<file path="config.mk">
export PLATFORM = sky130hd
export DESIGN_NAME = reg_ring_initiator_flat
export DESIGN_NICKNAME = d
export VERILOG_FILES = /design/src/rtl/reg_ring_initiator_pkg.sv /design/src/rtl/reg_ring_initiator_if.sv /design/src/rtl/reg_ring_initiator.sv /design/src/flat_wrapper.sv
export SDC_FILE = /design/constraint.sdc
export NUM_CORES = 1
export LEC_CHECK = 0
export BUFFER_PORTS_ARGS = -buffer_cell sky130_fd_sc_hd__buf_2
export CORE_MARGIN = 2
export CORE_UTILIZATION = 46
export CTS_CLUSTER_DIAMETER = 120
export DETAILED_ROUTE_END_ITERATION = 10
export GPL_TIMING_DRIVEN = 0
export HOLD_SLACK_MARGIN = 0.1
export PLACE_DENSITY = 0.81
export REMOVE_ABC_BUFFERS = 1
export SLEW_MARGIN = 20
export SYNTH_ARGS = -nofsm -noshare
export SYNTH_HDL_FRONTEND = slang
export SYNTH_SLANG_ARGS = --single-unit
</file>
<file path="constraint.sdc">
create_clock -name clk -period 2.2 [get_ports clk]
set_clock_uncertainty 0.2 [all_clocks]
set_input_delay 0.22 -clock clk [delete_from_list [all_inputs] [get_ports clk]]
set_output_delay 0.22 -clock clk [all_outputs]
set_load 0.02 [all_outputs]
</file>
<file path="src/rtl/reg_ring_initiator_pkg.sv">
// -----------------------------------------------------------------------------
// reg_ring_pkg
// Shared definitions for the register-ring head master: FSM state encoding,
// completion status codes, the filler word returned for unacked/timed-out
// transactions, and the default ring field widths.
// -----------------------------------------------------------------------------
package reg_ring_pkg;

    // Default ring field widths
    localparam int RING_ADDR_WIDTH = 23;
    localparam int RING_DATA_WIDTH = 32;
    localparam int RING_SRC_WIDTH  = 2;

    // Transaction sequencing states
    typedef enum logic [1:0] {
        IDLE  = 2'd0,
        ISSUE = 2'd1,
        WAIT  = 2'd2,
        DONE  = 2'd3
    } state_t;

    // Completion status reported to the core alongside core_done
    localparam logic [1:0] ST_ACK     = 2'b00;
    localparam logic [1:0] ST_UNACK   = 2'b01;
    localparam logic [1:0] ST_TIMEOUT = 2'b10;

    // Data word reported when the ring did not acknowledge the transaction
    localparam logic [31:0] UNACKED_DATA = 32'hDEAD_BEEF;

endpackage

</file>
<file path="src/rtl/reg_ring_initiator_if.sv">
// -----------------------------------------------------------------------------
// Interfaces for the register-ring head master.
//
// reg_ring_core_if : core-side single-transaction request/completion bus.
//   master = core (drives core_req/core_rd_wr_L/core_addr/core_wr_data)
//   slave  = ring initiator (drives core_busy/core_done/core_rd_data/core_status)
//
// reg_ring_bus_if  : one hop of the register ring.
//   master = the stage driving the hop, slave = the stage receiving it.
// -----------------------------------------------------------------------------
interface reg_ring_core_if
    import reg_ring_pkg::*;
#(
    parameter int AW = RING_ADDR_WIDTH,
    parameter int DW = RING_DATA_WIDTH
);
    logic          core_req;
    logic          core_rd_wr_L;
    logic [AW-1:0] core_addr;
    logic [DW-1:0] core_wr_data;
    logic          core_busy;
    logic          core_done;
    logic [DW-1:0] core_rd_data;
    logic [1:0]    core_status;

    modport master (
        output core_req, core_rd_wr_L, core_addr, core_wr_data,
        input  core_busy, core_done, core_rd_data, core_status
    );

    modport slave (
        input  core_req, core_rd_wr_L, core_addr, core_wr_data,
        output core_busy, core_done, core_rd_data, core_status
    );
endinterface

interface reg_ring_bus_if
    import reg_ring_pkg::*;
#(
    parameter int AW = RING_ADDR_WIDTH,
    parameter int DW = RING_DATA_WIDTH,
    parameter int SW = RING_SRC_WIDTH
);
    logic          reg_req;
    logic          reg_ack;
    logic          reg_rd_wr_L;
    logic [AW-1:0] reg_addr;
    logic [DW-1:0] reg_data;
    logic [SW-1:0] reg_src;

    modport master (
        output reg_req, reg_ack, reg_rd_wr_L, reg_addr, reg_data, reg_src
    );

    modport slave (
        input  reg_req, reg_ack, reg_rd_wr_L, reg_addr, reg_data, reg_src
    );
endinterface

</file>
<file path="src/rtl/reg_ring_initiator.sv">
// -----------------------------------------------------------------------------
// reg_ring_initiator
// Head-of-ring master for the register ring. Accepts one read/write from the
// core, launches it onto the ring as a one-cycle request, waits for it to come
// back around, and reports acked data, unacked status or timeout to the core.
//
// Ports:
//   clk    : clock
//   reset  : asynchronous, active-low reset
//   core   : core-side request/completion bus (slave side)
//   o_ring : ring output toward the first user module (master side)
//   i_ring : ring return from the last user module (slave side)
//
// All outputs are registered: the combinational process computes the value
// each output must hold in the next cycle, the sequential process stores it.
// -----------------------------------------------------------------------------
module reg_ring_initiator
    import reg_ring_pkg::*;
#(
    parameter int                           UDP_REG_ADDR_WIDTH  = RING_ADDR_WIDTH,
    parameter int                           CPCI_NF2_DATA_WIDTH = RING_DATA_WIDTH,
    parameter int                           UDP_REG_SRC_WIDTH   = RING_SRC_WIDTH,
    parameter logic [UDP_REG_SRC_WIDTH-1:0] SRC_ID              = '0,
    parameter int                           TIMEOUT             = 255
) (
    input  logic           clk,
    input  logic           reset,
    reg_ring_core_if.slave core,
    reg_ring_bus_if.master o_ring,
    reg_ring_bus_if.slave  i_ring
);

    localparam int AW = UDP_REG_ADDR_WIDTH;
    localparam int DW = CPCI_NF2_DATA_WIDTH;
    localparam int SW = UDP_REG_SRC_WIDTH;

    localparam logic [7:0]    CNT_LAST = 8'(TIMEOUT - 1);
    localparam logic [DW-1:0] FILLER   = DW'(UNACKED_DATA);

    // State, wait counter and latched transaction
    state_t        r_state,       w_state_nxt;
    logic [7:0]    r_cnt,         w_cnt_nxt;
    logic          r_lat_rd_wr_L, w_lat_rd_wr_L;
    logic [AW-1:0] r_lat_addr,    w_lat_addr;
    logic [DW-1:0] r_lat_wr_data, w_lat_wr_data;

    // Registered outputs
    logic          r_req_out,     w_req_out;
    logic          r_ack_out,     w_ack_out;
    logic          r_rd_wr_L_out, w_rd_wr_L_out;
    logic [AW-1:0] r_addr_out,    w_addr_out;
    logic [DW-1:0] r_data_out,    w_data_out;
    logic [SW-1:0] r_src_out,     w_src_out;
    logic          r_busy,        w_busy;
    logic          r_done,        w_done;
    logic [DW-1:0] r_rd_data,     w_rd_data;
    logic [1:0]    r_status,      w_status;

    // Only our own transaction counts: request flag, our source tag and the
    // address we launched must all come back.
    logic w_match;
    assign w_match = i_ring.reg_req
                  && (i_ring.reg_src  == SRC_ID)
                  && (i_ring.reg_addr == r_lat_addr);

    // The returned rd_wr_L flag carries nothing the initiator needs.
    logic w_unused_rd_wr_L;
    assign w_unused_rd_wr_L = i_ring.reg_rd_wr_L;

    // NOTE: every signal written here gets a default first, so no path through
    // the case statement can leave one unassigned and infer a latch.
    always_comb begin
        w_state_nxt   = r_state;
        w_cnt_nxt     = r_cnt;
        w_lat_rd_wr_L = r_lat_rd_wr_L;
        w_lat_addr    = r_lat_addr;
        w_lat_wr_data = r_lat_wr_data;
        w_req_out     = 1'b0;
        w_ack_out     = 1'b0;
        w_rd_wr_L_out = 1'b0;
        w_addr_out    = '0;
        w_data_out    = '0;
        w_src_out     = '0;
        w_done        = 1'b0;
        w_rd_data     = r_rd_data;
        w_status      = r_status;

        case (r_state)
            IDLE: begin
                if (core.core_req) begin
                    w_lat_rd_wr_L = core.core_rd_wr_L;
                    w_lat_addr    = core.core_addr;
                    w_lat_wr_data = core.core_wr_data;
                    // Launch values appear on the ring during the ISSUE cycle
                    w_req_out     = 1'b1;
                    w_rd_wr_L_out = core.core_rd_wr_L;
                    w_addr_out    = core.core_addr;
                    w_data_out    = core.core_wr_data;
                    w_src_out     = SRC_ID;
                    w_state_nxt   = ISSUE;
                end
            end

            ISSUE: begin
                w_cnt_nxt   = '0;
                w_state_nxt = WAIT;
            end

            WAIT: begin
                // A match in the final counted cycle still wins over timeout
                if (w_match) begin
                    w_done      = 1'b1;
                    w_state_nxt = DONE;
                    if (i_ring.reg_ack) begin
                        w_status  = ST_ACK;
                        w_rd_data = r_lat_rd_wr_L ? i_ring.reg_data : r_lat_wr_data;
                    end else begin
                        w_status  = ST_UNACK;
                        w_rd_data = FILLER;
                    end
                end else if (r_cnt == CNT_LAST) begin
                    w_done      = 1'b1;
                    w_status    = ST_TIMEOUT;
                    w_rd_data   = FILLER;
                    w_state_nxt = DONE;
                end else if (r_cnt != 8'hFF) begin
                    w_cnt_nxt = r_cnt + 8'd1;
                end
            end

            DONE: begin
                w_state_nxt = IDLE;
            end

            default: begin
                w_state_nxt = IDLE;
            end
        endcase

        w_busy = (w_state_nxt != IDLE);
    end

    // NOTE: sequential state uses non-blocking assignments so every register
    // samples the pre-edge values, independent of statement order.
    always_ff @(posedge clk or negedge reset) begin
        if (!reset) begin
            r_state       <= IDLE;
            r_cnt         <= '0;
            r_lat_rd_wr_L <= 1'b0;
            r_lat_addr    <= '0;
            r_lat_wr_data <= '0;
            r_req_out     <= 1'b0;
            r_ack_out     <= 1'b0;
            r_rd_wr_L_out <= 1'b0;
            r_addr_out    <= '0;
            r_data_out    <= '0;
            r_src_out     <= '0;
            r_busy        <= 1'b0;
            r_done        <= 1'b0;
            r_rd_data     <= '0;
            r_status      <= '0;
        end else begin
            r_state       <= w_state_nxt;
            r_cnt         <= w_cnt_nxt;
            r_lat_rd_wr_L <= w_lat_rd_wr_L;
            r_lat_addr    <= w_lat_addr;
            r_lat_wr_data <= w_lat_wr_data;
            r_req_out     <= w_req_out;
            r_ack_out     <= w_ack_out;
            r_rd_wr_L_out <= w_rd_wr_L_out;
            r_addr_out    <= w_addr_out;
            r_data_out    <= w_data_out;
            r_src_out     <= w_src_out;
            r_busy        <= w_busy;
            r_done        <= w_done;
            r_rd_data     <= w_rd_data;
            r_status      <= w_status;
        end
    end

    assign o_ring.reg_req     = r_req_out;
    assign o_ring.reg_ack     = r_ack_out;
    assign o_ring.reg_rd_wr_L = r_rd_wr_L_out;
    assign o_ring.reg_addr    = r_addr_out;
    assign o_ring.reg_data    = r_data_out;
    assign o_ring.reg_src     = r_src_out;

    assign core.core_busy     = r_busy;
    assign core.core_done     = r_done;
    assign core.core_rd_data  = r_rd_data;
    assign core.core_status   = r_status;

endmodule

</file>
<file path="src/flat_wrapper.sv">
// flat-port wrapper written by rule: the top's interface ports become plain ports
module reg_ring_initiator_flat import reg_ring_pkg::*;
#(
    parameter int                           UDP_REG_ADDR_WIDTH  = RING_ADDR_WIDTH,
    parameter int                           CPCI_NF2_DATA_WIDTH = RING_DATA_WIDTH,
    parameter int                           UDP_REG_SRC_WIDTH   = RING_SRC_WIDTH,
    parameter logic [UDP_REG_SRC_WIDTH-1:0] SRC_ID              = '0,
    parameter int                           TIMEOUT             = 255
)
  (clk, reset, core_core_req, core_core_rd_wr_L, core_core_addr, core_core_wr_data, core_core_busy, core_core_done, core_core_rd_data, core_core_status, o_ring_reg_req, o_ring_reg_ack, o_ring_reg_rd_wr_L, o_ring_reg_addr, o_ring_reg_data, o_ring_reg_src, i_ring_reg_req, i_ring_reg_ack, i_ring_reg_rd_wr_L, i_ring_reg_addr, i_ring_reg_data, i_ring_reg_src);
  reg_ring_core_if #(.AW((23)), .DW((32))) core_i ();
  reg_ring_bus_if #(.AW((23)), .DW((32)), .SW((2))) o_ring_i ();
  reg_ring_bus_if #(.AW((23)), .DW((32)), .SW((2))) i_ring_i ();
  input  logic clk;
  input  logic reset;
  input wire logic [$bits(core_i.core_req)-1:0] core_core_req;
  input wire logic [$bits(core_i.core_rd_wr_L)-1:0] core_core_rd_wr_L;
  input wire logic [$bits(core_i.core_addr)-1:0] core_core_addr;
  input wire logic [$bits(core_i.core_wr_data)-1:0] core_core_wr_data;
  output wire logic [$bits(core_i.core_busy)-1:0] core_core_busy;
  output wire logic [$bits(core_i.core_done)-1:0] core_core_done;
  output wire logic [$bits(core_i.core_rd_data)-1:0] core_core_rd_data;
  output wire logic [$bits(core_i.core_status)-1:0] core_core_status;
  output wire logic [$bits(o_ring_i.reg_req)-1:0] o_ring_reg_req;
  output wire logic [$bits(o_ring_i.reg_ack)-1:0] o_ring_reg_ack;
  output wire logic [$bits(o_ring_i.reg_rd_wr_L)-1:0] o_ring_reg_rd_wr_L;
  output wire logic [$bits(o_ring_i.reg_addr)-1:0] o_ring_reg_addr;
  output wire logic [$bits(o_ring_i.reg_data)-1:0] o_ring_reg_data;
  output wire logic [$bits(o_ring_i.reg_src)-1:0] o_ring_reg_src;
  input wire logic [$bits(i_ring_i.reg_req)-1:0] i_ring_reg_req;
  input wire logic [$bits(i_ring_i.reg_ack)-1:0] i_ring_reg_ack;
  input wire logic [$bits(i_ring_i.reg_rd_wr_L)-1:0] i_ring_reg_rd_wr_L;
  input wire logic [$bits(i_ring_i.reg_addr)-1:0] i_ring_reg_addr;
  input wire logic [$bits(i_ring_i.reg_data)-1:0] i_ring_reg_data;
  input wire logic [$bits(i_ring_i.reg_src)-1:0] i_ring_reg_src;
  assign core_i.core_req = core_core_req;
  assign core_i.core_rd_wr_L = core_core_rd_wr_L;
  assign core_i.core_addr = core_core_addr;
  assign core_i.core_wr_data = core_core_wr_data;
  assign core_core_busy = core_i.core_busy;
  assign core_core_done = core_i.core_done;
  assign core_core_rd_data = core_i.core_rd_data;
  assign core_core_status = core_i.core_status;
  assign o_ring_reg_req = o_ring_i.reg_req;
  assign o_ring_reg_ack = o_ring_i.reg_ack;
  assign o_ring_reg_rd_wr_L = o_ring_i.reg_rd_wr_L;
  assign o_ring_reg_addr = o_ring_i.reg_addr;
  assign o_ring_reg_data = o_ring_i.reg_data;
  assign o_ring_reg_src = o_ring_i.reg_src;
  assign i_ring_i.reg_req = i_ring_reg_req;
  assign i_ring_i.reg_ack = i_ring_reg_ack;
  assign i_ring_i.reg_rd_wr_L = i_ring_reg_rd_wr_L;
  assign i_ring_i.reg_addr = i_ring_reg_addr;
  assign i_ring_i.reg_data = i_ring_reg_data;
  assign i_ring_i.reg_src = i_ring_reg_src;
  reg_ring_initiator #(.UDP_REG_ADDR_WIDTH(UDP_REG_ADDR_WIDTH), .CPCI_NF2_DATA_WIDTH(CPCI_NF2_DATA_WIDTH), .UDP_REG_SRC_WIDTH(UDP_REG_SRC_WIDTH), .SRC_ID(SRC_ID), .TIMEOUT(TIMEOUT)) u_core (.clk(clk), .reset(reset), .core(core_i), .o_ring(o_ring_i), .i_ring(i_ring_i));
endmodule
</file>
Word-level counts from Yosys, hierarchy flattened --
Index checks and enable logic that the tools add are counted.
Cells by class: $add $sub $neg 1, equality and inequality tests 9, multiplexer cells 26, reduce and logical (&&, ||, !) cells 10
Operator list (count):
- 32-bit 2-to-1 mux | 6
- 23-bit 2-to-1 mux | 2
- 8-bit 2-to-1 mux | 3
- 23-bit equality test | 1
- 8-bit one-hot mux with 2 select lines | 1
- 2-bit 2-to-1 mux | 5
- 8-bit by 1-bit adder with 8-bit output (second input constant) | 1
- 8-bit equality test (second input constant) | 1
- 1-bit 2-to-1 mux | 8
- 8-bit != test (second input constant) | 1
- 2-bit one-hot mux with 4 select lines | 1
- 2-bit nonzero test | 3
- 2-bit equality test (second input constant) | 2
- 2-bit logical NOT | 2
- 2-bit != test (second input constant) | 2
- 2-bit AND reduction | 2
- 4-bit AND reduction | 1
- 2-bit by 1-bit equality test with 1-bit output (second input constant) | 1
- 1-bit logical AND | 2
- 2-bit by 1-bit != test with 1-bit output (second input constant) | 1
Word-level totals: bits in registers 159, input port bits 119, output and inout port bits 96, logic and storage cells 59

Depth between registers and ports, before layout --
Gate-level depths: netlist of run 1.
depth in word-level cells 6, depth in mapped cells 7, depth with buffers taken out 6

Worst setup path before layout of run 1 --
OpenSTA, ideal clock, no wires.
path type reg-to-reg, from reg u_core.r_lat_addr[19], to reg u_core.r_cnt[6], setup time 0.120 ns, arrival 1.801 ns, data required time 1.880 ns, path slack 0.079 ns, cell stages (with the launch flop) 8, buffers on the path 1, period minus slack after synthesis 2.121 ns, cell sequence dfrtp_1 > xor2_1 > nor4_1 > nand4b_1 > or3_4 > buf_2 > a21oi_1 > and3b_1
On the way: word-level cells in the longest chain between the ends 4
Ends and longest elaborated chain:
- start, declared | line reg_ring_initiator.sv:44 | logic [AW-1:0] r_lat_addr, w_lat_addr;
- start signal, assigned | line reg_ring_initiator.sv:166 | r_lat_addr <= w_lat_addr;
- 23-bit equality test | line reg_ring_initiator.sv:64 | && (i_ring.reg_addr == r_lat_addr);
- 1-bit logical AND | line reg_ring_initiator.sv:64
- 2-bit != test (no source line)
- 4-bit AND reduction (no source line)
- end signal, assigned | line reg_ring_initiator.sv:164 | r_cnt <= w_cnt_nxt;
- end, declared | line reg_ring_initiator.sv:42 | logic [7:0] r_cnt, w_cnt_nxt;
No other way between the ends. A chain may end at the register's enable or synchronous reset.

Worst setup path in the final report of run 1 --
from reg u_core.r_lat_addr[10], to reg u_core.r_rd_data[5], in the netlist u_core.core.core_rd_data[5]
On the way: word-level cells in the longest chain between the ends 4, elaborated cells on any way between the ends 5, classes of those cells 1 x eq/ne; 1 x mux; 3 x reduce/logical
Ends and longest elaborated chain:
- 23-bit equality test * | line reg_ring_initiator.sv:64
- 1-bit logical AND * | line reg_ring_initiator.sv:64
- 2-bit nonzero test (no source line)
- 2-bit AND reduction (no source line)
- end signal, assigned | line reg_ring_initiator.sv:176 | r_rd_data <= w_rd_data;
- end, declared | line reg_ring_initiator.sv:56 | logic [DW-1:0] r_rd_data, w_rd_data;
Mark *: on every way between the ends. The rest lies on a longest branch, timed or not.

==> impl_metrics.tcl, run 1 <==
set metrics [dict create \
    cellPowerDensity_nw_per_um2 1080 \
    finalSetupViolations 35 \
    root_buffer "clkbuf_16" \
    grt_pass1_vias 5915 \
    critical_path_required_ns 2.30 \
    fp.dieH_um 123 \
    drt_pass1_iterations 5 \
    dp_hpwl_mm 10.5 \
    layout_min_cycle_time_ns 2.30 \
    ys_seq_area_share_pct 60.9 \
    cp.arrival_ns 2.40 \
    core_region_area_um2 13900 \
    fmax_mhz 434 \
    p_leak_nw 5.32 \
    synthArstFlopShare_pct 100 \
    rows 43 \
    ios 215 \
    clockBufferDepth 2 \
    grt_max_degree 86 \
    viasPerCell 5.34 \
    vias 5305 \
    maxCapViolCount 0 \
    hp-class "in -> async" \
    slew_headroom_pct 28.8 \
    grt_pass1_wl_mm 29.4 \
    fin_crit_sh_pct 105 \
    die_w_um 123 \
    failed_checks "setup timing" \
    overflow 0 \
    maxSlewViolCount 0 \
    dieArea_um2 15200 \
    drive_above_1_share_pct 39.0 \
    area_growth_pct 45.8 \
    path_class "reg -> reg" \
    place_inst 852 \
    status "complete, but fails checks" \
    remaining_drc_errors 0 \
    worstPathMaxFanout 10 \
    yosysTopAreaCellShare_pct 60.9 \
    post_drt_wl_per_cell_um 19.0 \
    ys.flop_type "dfrtp_1" \
    drt-total-wl_mm 18.9 \
    tightest_slew_ns 1.07 \
    cts_tree "done" \
    final_nets 924 \
    ys_ff_latch 159 \
    final_core_util_pct 68.6 \
    worst_slack_ns -0.103 \
    h-tree-depth 4 \
    critPathLaunchType "register" \
    postSynthAreaPerCell_um2 13.3 \
    diodes 0 \
    crit_path_end_kind "register" \
    total_power_w 0.0103 \
    netlist-cell-type-count 49 \
    whs_ns 0.166 \
    netlist_instances 491 \
    synth_edf_count 0 \
    antenna_found_initial 0 \
    ir_worst_vdd_mv 0.734 \
    place.gp.congestion 0.828 \
    clkTransAtPathRegs_ns 0.06 \
    route.antenna.remaining_nets 0 \
    yosysTopAreaCell "dfrtp_1" \
    grt_usage_pct 25.5 \
    synth.cell_area_um2 6530 \
    initial_core_util_pct 47.0 \
    fin_cells 993 \
    final_hold_viol_count 0 \
    port_buffers 210 \
    ys_warn_count 0 \
    synthTopCellsByArea "dfrtp_1 (61%), a21o_1 (6.4%), and3_1 (5.7%), a2bb2oi_2 (4.6%), mux2i_1 (3.8%)" \
    cts_inserted_buffers 17 \
    worstSkewPairLatency_ns 0.41 \
    drt_iter0_drc 289 \
    rsz0062_at_grt "true" \
    cts_sinks 159 \
]
-- where the power goes --
part           internal (W)  switching, W  leakage, nW
Combinational       0.00144       0.00168         2.93
Clock               0.00182       0.00117        0.291
Sequential          0.00366      0.000510         2.10
-- cell families after synthesis --
family	count (synthesis)	synth area share [%]
adders and majority gates	5	0.958
xor gates and xnor gates	23	3.08
other	1	0.0574
and+or+nand+nor	120	11.2
muxes	33	5.21
DFF	159	60.9
AOI/OAI and AO/OA	107	14.7
buffers and inverters	43	3.85
-- worst max-delay path, cell delays in order (launching register included) --
cell and delay [ns]:
dfrtp_1 0.39, xor2_1 0.19, nor4_1 0.35, nand4b_1 0.14, or3_4 0.49, nor2_4 0.19
buf_12 0.17, a2bb2oi_2 0.07
-- per-layer routing --
layer	track usage [%]	part of all wire [%]	vias up
met5	0	0	-
met4	10.2	2.3	0
met3	6.46	6.2	45
met2	45.3	53	219
met1	29.2	39	2661
li1	-	-	2380
-- cell usage in the layout (no fill, tap or decap), types with 3 or more instances in the layout --
master | netlist | routed
clkinvlp_4 | 0 | 3
mux2_2 | 8 | 8
dfrtp_1 | 159 | 158
conb_1 | 1 | 3
ha_1 | 5 | 3
nand4b_1 | 4 | 4
a2bb2oi_2 | 20 | 23
buf_12 | 2 | 4
a22o_1 | 8 | 8
nor3_1 | 5 | 4
buf_2 | 1 | 209
a21oi_1 | 8 | 7
nor4_2 | 1 | 3
clkbuf_8 | 1 | 5
and3_1 | 59 | 59
inv_1 | 9 | 9
o211ai_1 | 4 | 4
dlygate4sd3_1 | 0 | 90
clkinv_2 | 0 | 3
a21o_1 | 56 | 56
xnor2_1 | 5 | 5
nand3_1 | 9 | 7
nor2_1 | 6 | 6
nand2_1 | 14 | 13
buf_4 | 5 | 9
o21a_4 | 1 | 3
nand4_1 | 3 | 3
xor2_1 | 18 | 17
mux2i_1 | 25 | 25
buf_6 | 2 | 4
clkbuf_16 | 0 | 17
-- flip-flops by register name, summed over array words and instances, names as in the netlist --
name                       count
u_core.r_state                 2
u_core.o_ring.reg_data        32
u_core.core.core_busy          1
u_core.core.core_rd_data      32
u_core.r_cnt                   8
u_core.core.core_done          1
u_core.core.core_status        2
u_core.o_ring.reg_req          1
u_core.r_lat_addr             23
u_core.o_ring.reg_addr        23
u_core.r_lat_wr_data          32
u_core.o_ring.reg_rd_wr_L      1
u_core.r_lat_rd_wr_L           1
-- synth_stat cells, types with 5 or more instances --
library cell,count
a2bb2oi_2,20
buf_4,5
mux2i_1,25
a22o_1,8
xor2_1,18
a21oi_1,8
ha_1,5
inv_1,9
a21o_1,56
mux2_2,8
nor2_1,6
dfrtp_1,159
nand2_1,14
and3_1,59
xnor2_1,5
nand3_1,9
nor3_1,5
clkbuf_1,21
-- area by class of cell --
type / count / area [um2]
Inverter: 9 / 33.8
Sequential cell: 159 / 3980
Clock inverter: 9 / 106
Multi-Input combinational cell: 294 / 2470
Clock buffer: 23 / 498
Timing Repair Buffer: 319 / 2210
Fill cell: 961 / 4360
Tap cell: 180 / 225
-- path summary, 6_finish.rpt --
path / cells after the start / start / slack, ns / end
max: 7 / u_core.r_lat_addr[10] / -0.10 / u_core.core.core_rd_data[5]
min: 2 / reset / 0.17 / u_core.r_lat_addr[7]
max reg2reg: 7 / u_core.r_lat_addr[10] / -0.10 / u_core.core.core_rd_data[5]
min reg2reg: 1 / u_core.r_lat_wr_data[14] / 0.27 / u_core.r_lat_wr_data[14]
max in group asynchronous: 3 / reset / 0.82 / u_core.r_lat_rd_wr_L
min in group clk: 5 / i_ring_reg_addr[18] / 0.26 / u_core.r_cnt[4]
-- stage by stage --
stage	TNS (ns)	area (um2)	worst slack (ns)
after floorplan	-48.99	6320	-0.696
after global routing	-6.56	9520	-0.211
after CTS	-1.96	9460	-0.0803
after detailed placement	-38.13	7690	-1.05
after global placement	-420.69	7600	-2.43
final	-2.66	9520	-0.103
-- repair_timing --
action,4_1_cts,5_1_grt
pin swaps,11,5
cloned,3,0
endpoints found under the setup margin,100,98
hold buffers,90,0
resized for setup,13,12
hold endpoints to repair,304,0
buffers inserted,16,0
Power figures use the tool's default switching activity.
==> run 2: changes to the inputs <==
==> constraint.sdc (replaced) <==
create_clock -name clk -period 1.9 [get_ports clk]
set_clock_uncertainty 0.2 [all_clocks]
set_input_delay 0.19 -clock clk [delete_from_list [all_inputs] [get_ports clk]]
set_output_delay 0.19 -clock clk [all_outputs]
set_load 0.02 [all_outputs]
==> run 2 against run 1 <==
Effect of this change: the run still ends with setup timing left; setup slack lost 0.31 ns; design area grew 0.43%; total power grew 17%; clock power grew 16%.
==> impl_metrics.tcl, run 2 (synthesis results as in run 1) <==
set metrics [dict create \
    rsz0062_at_grt "true" \
    final_cell_mix "buf_2 (209), dfrtp_1 (158), dlygate4sd3_1 (90)" \
    wl_met2_mm 10.4 \
    p_sw_w 0.00403 \
    drt_iter0_drc 308 \
    h-tree-depth 4 \
    diodes 0 \
    tightest_slew_ns 1.14 \
    status "complete, but fails checks" \
    root_buffer "clkbuf_16" \
    stdcell_area_um2 9560 \
    fp.dieH_um 123 \
    final_common_cell "buf_2" \
    ios 215 \
    clockBufferDepth 2 \
    clock_power_share_pct 28.7 \
    highest_layer "met4" \
    regArea_um2 3980 \
    vias 5329 \
    fin_tns_setup_ns -15.92 \
    layout_min_cycle_time_ns 2.31 \
    fmax_mhz 433 \
    critPathLaunchType "register" \
    path_class "reg -> reg" \
    antenna_found_initial 0 \
    wl_met3_mm 1.19 \
    worstPathMaxFanout 10 \
    place.gp.congestion 0.828 \
    dp_hpwl_mm 10.5 \
    placed_cell_area_um2 7690 \
    cts_sinks 159 \
    worstSkewPairLatency_ns 0.42 \
    switching_share_pct 33.4 \
    drive_above_1_share_pct 39.4 \
    rows 43 \
    drt_pass1_iterations 5 \
    final_core_util_pct 68.9 \
    wl_met1_mm 7.74 \
    final_hold_viol_count 0 \
    clkTransAtPathRegs_ns 0.06 \
    grt_max_degree 86 \
    overflow 0 \
    viasPerCell 5.36 \
    power_frac_seq_pct 40.1 \
    multi_input_area_um2 2500 \
    remaining_drc_errors 0 \
    slew_headroom_pct 23.8 \
    dieArea_um2 15200 \
    maxCapViolCount 0 \
    area_growth_pct 46.4 \
    fin_crit_sh_pct 121 \
    critical_path_required_ns 1.99 \
    failed_checks "setup timing" \
    crit_path_end_kind "register" \
    p_leak_nw 5.32 \
    final_nets 926 \
    comb_power_share_pct 31.2 \
    grt_pass1_wl_mm 29.8 \
    initial_core_util_pct 47.0 \
    port_buffers 210 \
    post_drt_wl_per_cell_um 19.7 \
    worst_slack_ns -0.408 \
    finalSetupViolations 45 \
    cellPowerDensity_nw_per_um2 1260 \
    hp-class "in -> async" \
    grt_pass1_vias 5895 \
    maxSlewViolCount 0 \
    fill_cells 964 \
    grt_usage_pct 25.9 \
    die_w_um 123 \
    intPower_w 0.00805 \
    ir_worst_vdd_mv 0.852 \
    cts_inserted_buffers 17 \
    route.antenna.remaining_nets 0 \
    core_region_area_um2 13900 \
    cp.arrival_ns 2.40 \
    drt-total-wl_mm 19.6 \
    cts_tree "done" \
]
==> run 2: cell count changes in the layout (fill, tap and decap cells not counted), sizes merged <==
| cell | change |
|---|---|
| buf | +1 |
| nand2 | +1 |
==> run 2: final timing paths <==
kind | from | endpoint | slack, ns | cells past startpoint
worst max-delay path | u_core.r_lat_addr[1] | u_core.core.core_rd_data[24] | -0.41 | 8
worst min-delay path | reset | u_core.r_lat_addr[7] | 0.14 | 2
worst max register to register | u_core.r_lat_addr[1] | u_core.core.core_rd_data[24] | -0.41 | 8
worst min register to register | u_core.r_lat_wr_data[14] | u_core.r_lat_wr_data[14] | 0.27 | 1
max in group asynchronous | reset | u_core.r_lat_rd_wr_L | 0.54 | 3
min in group clk | i_ring_reg_addr[18] | u_core.r_cnt[4] | 0.23 | 5
==> run 2: timing repair <==
item | in CTS | in global routing
hold endpoints to repair | 304 | 0
cloned | 3 | 1
endpoints found under the setup margin | 102 | 57
resized for setup | 18 | 11
setup buffers | 17 | 0
pin swaps | 14 | 6
hold buffers | 90 | 0
==> run 2: through the flow <==
stage                     power [W]  setup slack (ns)  instances  hold slack, ns
after floorplan             0.00692            -0.996        459          -0.306
after global placement      0.00778             -2.73        849           0.181
after detailed placement    0.00809             -1.35        852        -0.00899
after CTS                    0.0119            -0.381        994           0.135
after global routing         0.0127            -0.511        995           0.195
final                        0.0121            -0.408        995           0.140
==> run 2: per-layer routing <==
layer | global-route usage, % | up-vias
met5 | 0 | -
met4 | 10.4 | 0
met3 | 6.69 | 27
met2 | 45.8 | 202
met1 | 30.0 | 2712
li1 | - | 2388
==> run 2: critical path, cell delays in order, from the launching register on <==
cell and delay, ns:
dfrtp_1 0.39, xor2_1 0.17, nor4_2 0.28, buf_4 0.17, nand4_1 0.13, buf_6 0.16, nor3_4 0.24, o21ai_4 0.16
a22o_1 0.28
==> run 2: final cells by class <==
type,count,area share (%)
clock buffer,23,5.21
sequential,159,41.6
inverter,9,0.353
tap,180,2.36
clock inverter,9,1.11
timing repair buffer,320,23.2
multi-input combinational,295,26.1
==> run 2: power by group through the flow <==
stage | Clock (W) | Combinational [W] | Sequential [W]
final | 0.00347 | 0.00377 | 0.00484
after global routing | 0.00366 | 0.00408 | 0.00493
after CTS | 0.00350 | 0.00359 | 0.00481
after detailed placement | 0 | 0.00324 | 0.00485
after global placement | 0 | 0.00289 | 0.00489
after floorplan | 0 | 0.00187 | 0.00505
==> run 3: changes to the inputs <==
--- a/config.mk
+++ b/config.mk
@@ -7,13 +7,14 @@
 export LEC_CHECK = 0
 export BUFFER_PORTS_ARGS = -buffer_cell sky130_fd_sc_hd__buf_2
 export CORE_MARGIN = 2
-export CORE_UTILIZATION = 46
+export CORE_UTILIZATION = 51
 export CTS_CLUSTER_DIAMETER = 120
 export DETAILED_ROUTE_END_ITERATION = 10
 export GPL_TIMING_DRIVEN = 0
 export HOLD_SLACK_MARGIN = 0.1
-export PLACE_DENSITY = 0.81
+export PLACE_DENSITY = 0.86
 export REMOVE_ABC_BUFFERS = 1
+export SKIP_LAST_GASP = 1
 export SLEW_MARGIN = 20
 export SYNTH_ARGS = -nofsm -noshare
 export SYNTH_HDL_FRONTEND = slang
==> constraint.sdc (replaced) <==
create_clock -name clk -period 2.61 [get_ports clk]
set_clock_uncertainty 0.2 [all_clocks]
set_input_delay 0.261 -clock clk [delete_from_list [all_inputs] [get_ports clk]]
set_output_delay 0.261 -clock clk [all_outputs]
set_load 0.02 [all_outputs]
==> run 3 against run 2 <==
Effect of this change: sequential cell count stayed put; via count is 1.3% higher; non-clock buffer count is 9 lower; sequential power is 27% lower; the run now ends clean; critical path type unchanged; count of clock-buffer cells in the layout is 5 lower.
==> impl_metrics.tcl, run 3 (synthesis results as in run 1) <==
set metrics [dict create \
    status "complete, no violations" \
    final_nets 915 \
    rows 41 \
    switching_share_pct 33.1 \
    h-tree-depth 4 \
    fin_tns_setup_ns 0 \
    route.antenna.remaining_nets 0 \
    critPathLaunchType "register" \
    overflow 0 \
    fin_crit_sh_pct 94.1 \
    drt-total-wl_mm 19.5 \
    grt_pass1_vias 5817 \
    drive_above_1_share_pct 37.2 \
    final_common_cell "buf_2" \
    cts_tree "done" \
    core_region_area_um2 12600 \
    cellPowerDensity_nw_per_um2 929 \
    path_buf_inv 1 \
    grt_pass1_wl_mm 29.5 \
    drt_iter0_drc 362 \
    initial_core_util_pct 52.0 \
    cts_sinks 159 \
    worstSkewPairLatency_ns 0.42 \
    max_stage_delay_ns 0.40 \
    worstPathCellList "xor2_1 > nor4_2 > nand4_1 > nor3_4 > buf_4 > o21a_4 > a2bb2oi_2" \
    ios 215 \
    area_growth_pct 42.6 \
    path_class "reg -> reg" \
    ir_worst_vdd_mv 0.585 \
    clockBufferDepth 2 \
    clock_power_share_pct 29.3 \
    root_buffer "clkbuf_16" \
    comb_power_share_pct 30.0 \
    critical_path_required_ns 2.76 \
    final_hold_viol_count 0 \
    tightest_slew_ns 1.02 \
    intPower_w 0.00578 \
    die_w_um 117 \
    remaining_drc_errors 0 \
    rsz0062_at_grt "false" \
    slew_headroom_pct 31.9 \
    viasPerCell 5.52 \
    crit_path_end_kind "register" \
    clkTransAtPathRegs_ns 0.06 \
    worstPathMaxFanout 12 \
    place.gp.congestion 0.832 \
    dp_hpwl_mm 10.8 \
    grt_usage_pct 28.6 \
    port_buffers 210 \
    stdcell_area_um2 9310 \
    worst_path_dominant_cell_family "simple AND/OR/NAND/NOR gates" \
    p_sw_w 0.00287 \
    post_drt_wl_per_cell_um 19.9 \
    drt_pass1_iterations 5 \
    antenna_found_initial 3 \
    fp.dieH_um 117 \
    dieArea_um2 13700 \
    final_cell_mix "buf_2 (209), dfrtp_1 (158), dlygate4sd3_1 (90)" \
    layout_min_cycle_time_ns 2.46 \
    placed_cell_area_um2 7680 \
    fmax_mhz 407 \
    power_frac_seq_pct 40.8 \
    maxCapViolCount 0 \
    hp-class "in -> async" \
    finalSetupViolations 0 \
    cp.arrival_ns 2.60 \
    maxSlewViolCount 0 \
    final_core_util_pct 74.1 \
    critPathSlowestCell "nor4_2" \
    grt_max_degree 105 \
    p_leak_nw 5.25 \
    vias 5397 \
    cts_inserted_buffers 17 \
]
[run 3: cell types whose count changed in the layout (fill, tap and decap cells not counted), moves of 3 or more]
cell        change
clkbuf_8        -4
diode_2         +3
buf_4           -3
buf_6           -4
clkinvlp_4      -3
[run 3: what timing repair did]
| action | in CTS | in global routing |
|---|---|---|
| pin swaps | 2 | 3 |
| hold endpoints to repair | 304 | 0 |
| buffers inserted | 5 | 3 |
| resized for setup | 2 | 4 |
| setup endpoints to repair | 33 | 33 |
| hold buffers | 90 | 0 |
| gates cloned | 1 | 1 |
[run 3: final cells by class]
cell class	instances	area [um2]
Clock buffer	18	439
Timing Repair Buffer	311	2110
Antenna cell	3	7.51
Multi-Input combinational cell	293	2360
Tap cell	172	215
Sequential cell	159	3980
Fill cell	748	3260
Inverter	9	33.8
Clock inverter	13	161
[run 3: final timing paths]
path,start,to,slack (ns),depth (start not counted)
max in group asynchronous,reset,u_core.r_lat_wr_data[19],1.19,3
min,reset,u_core.core.core_done,0.18,2
min reg2reg,u_core.r_lat_wr_data[8],u_core.r_lat_wr_data[8],0.28,1
min in group clk,u_core.r_lat_wr_data[8],u_core.r_lat_wr_data[8],0.28,1
max,u_core.r_lat_addr[7],u_core.core.core_rd_data[15],0.15,7
max reg2reg,u_core.r_lat_addr[7],u_core.core.core_rd_data[15],0.15,7
[run 3: per-layer routing]
metal  part of all wire (%)  track usage [%]  up-vias
met1                     38             33.3     2710
met4                    4.0             15.1        0
met2                     52             49.7      252
met5                      0                0        -
li1                       -                -     2371
met3                    5.2             6.28       64
[run 3: power by group through the flow]
stage | Sequential [W] | Combinational [W] | Clock, W
2_1_floorplan | 0.00368 | 0.00136 | 0
3_3_place_gp | 0.00355 | 0.00213 | 0
3_5_place_dp | 0.00353 | 0.00240 | 0
4_1_cts | 0.00349 | 0.00253 | 0.00255
5_1_grt | 0.00358 | 0.00281 | 0.00266
6_report | 0.00353 | 0.00259 | 0.00253
[run 3: metrics by stage]
step	hold slack (ns)	cells	power, W	setup slack (ns)
floorplan	-0.235	459	0.00504	-0.286
detailed placement	0.0127	844	0.00593	-0.666
global placement	0.253	841	0.00568	-2.24
CTS	0.176	971	0.00857	-0.0121
global route	0.197	978	0.00905	0.0204
finish	0.185	978	0.00865	0.154
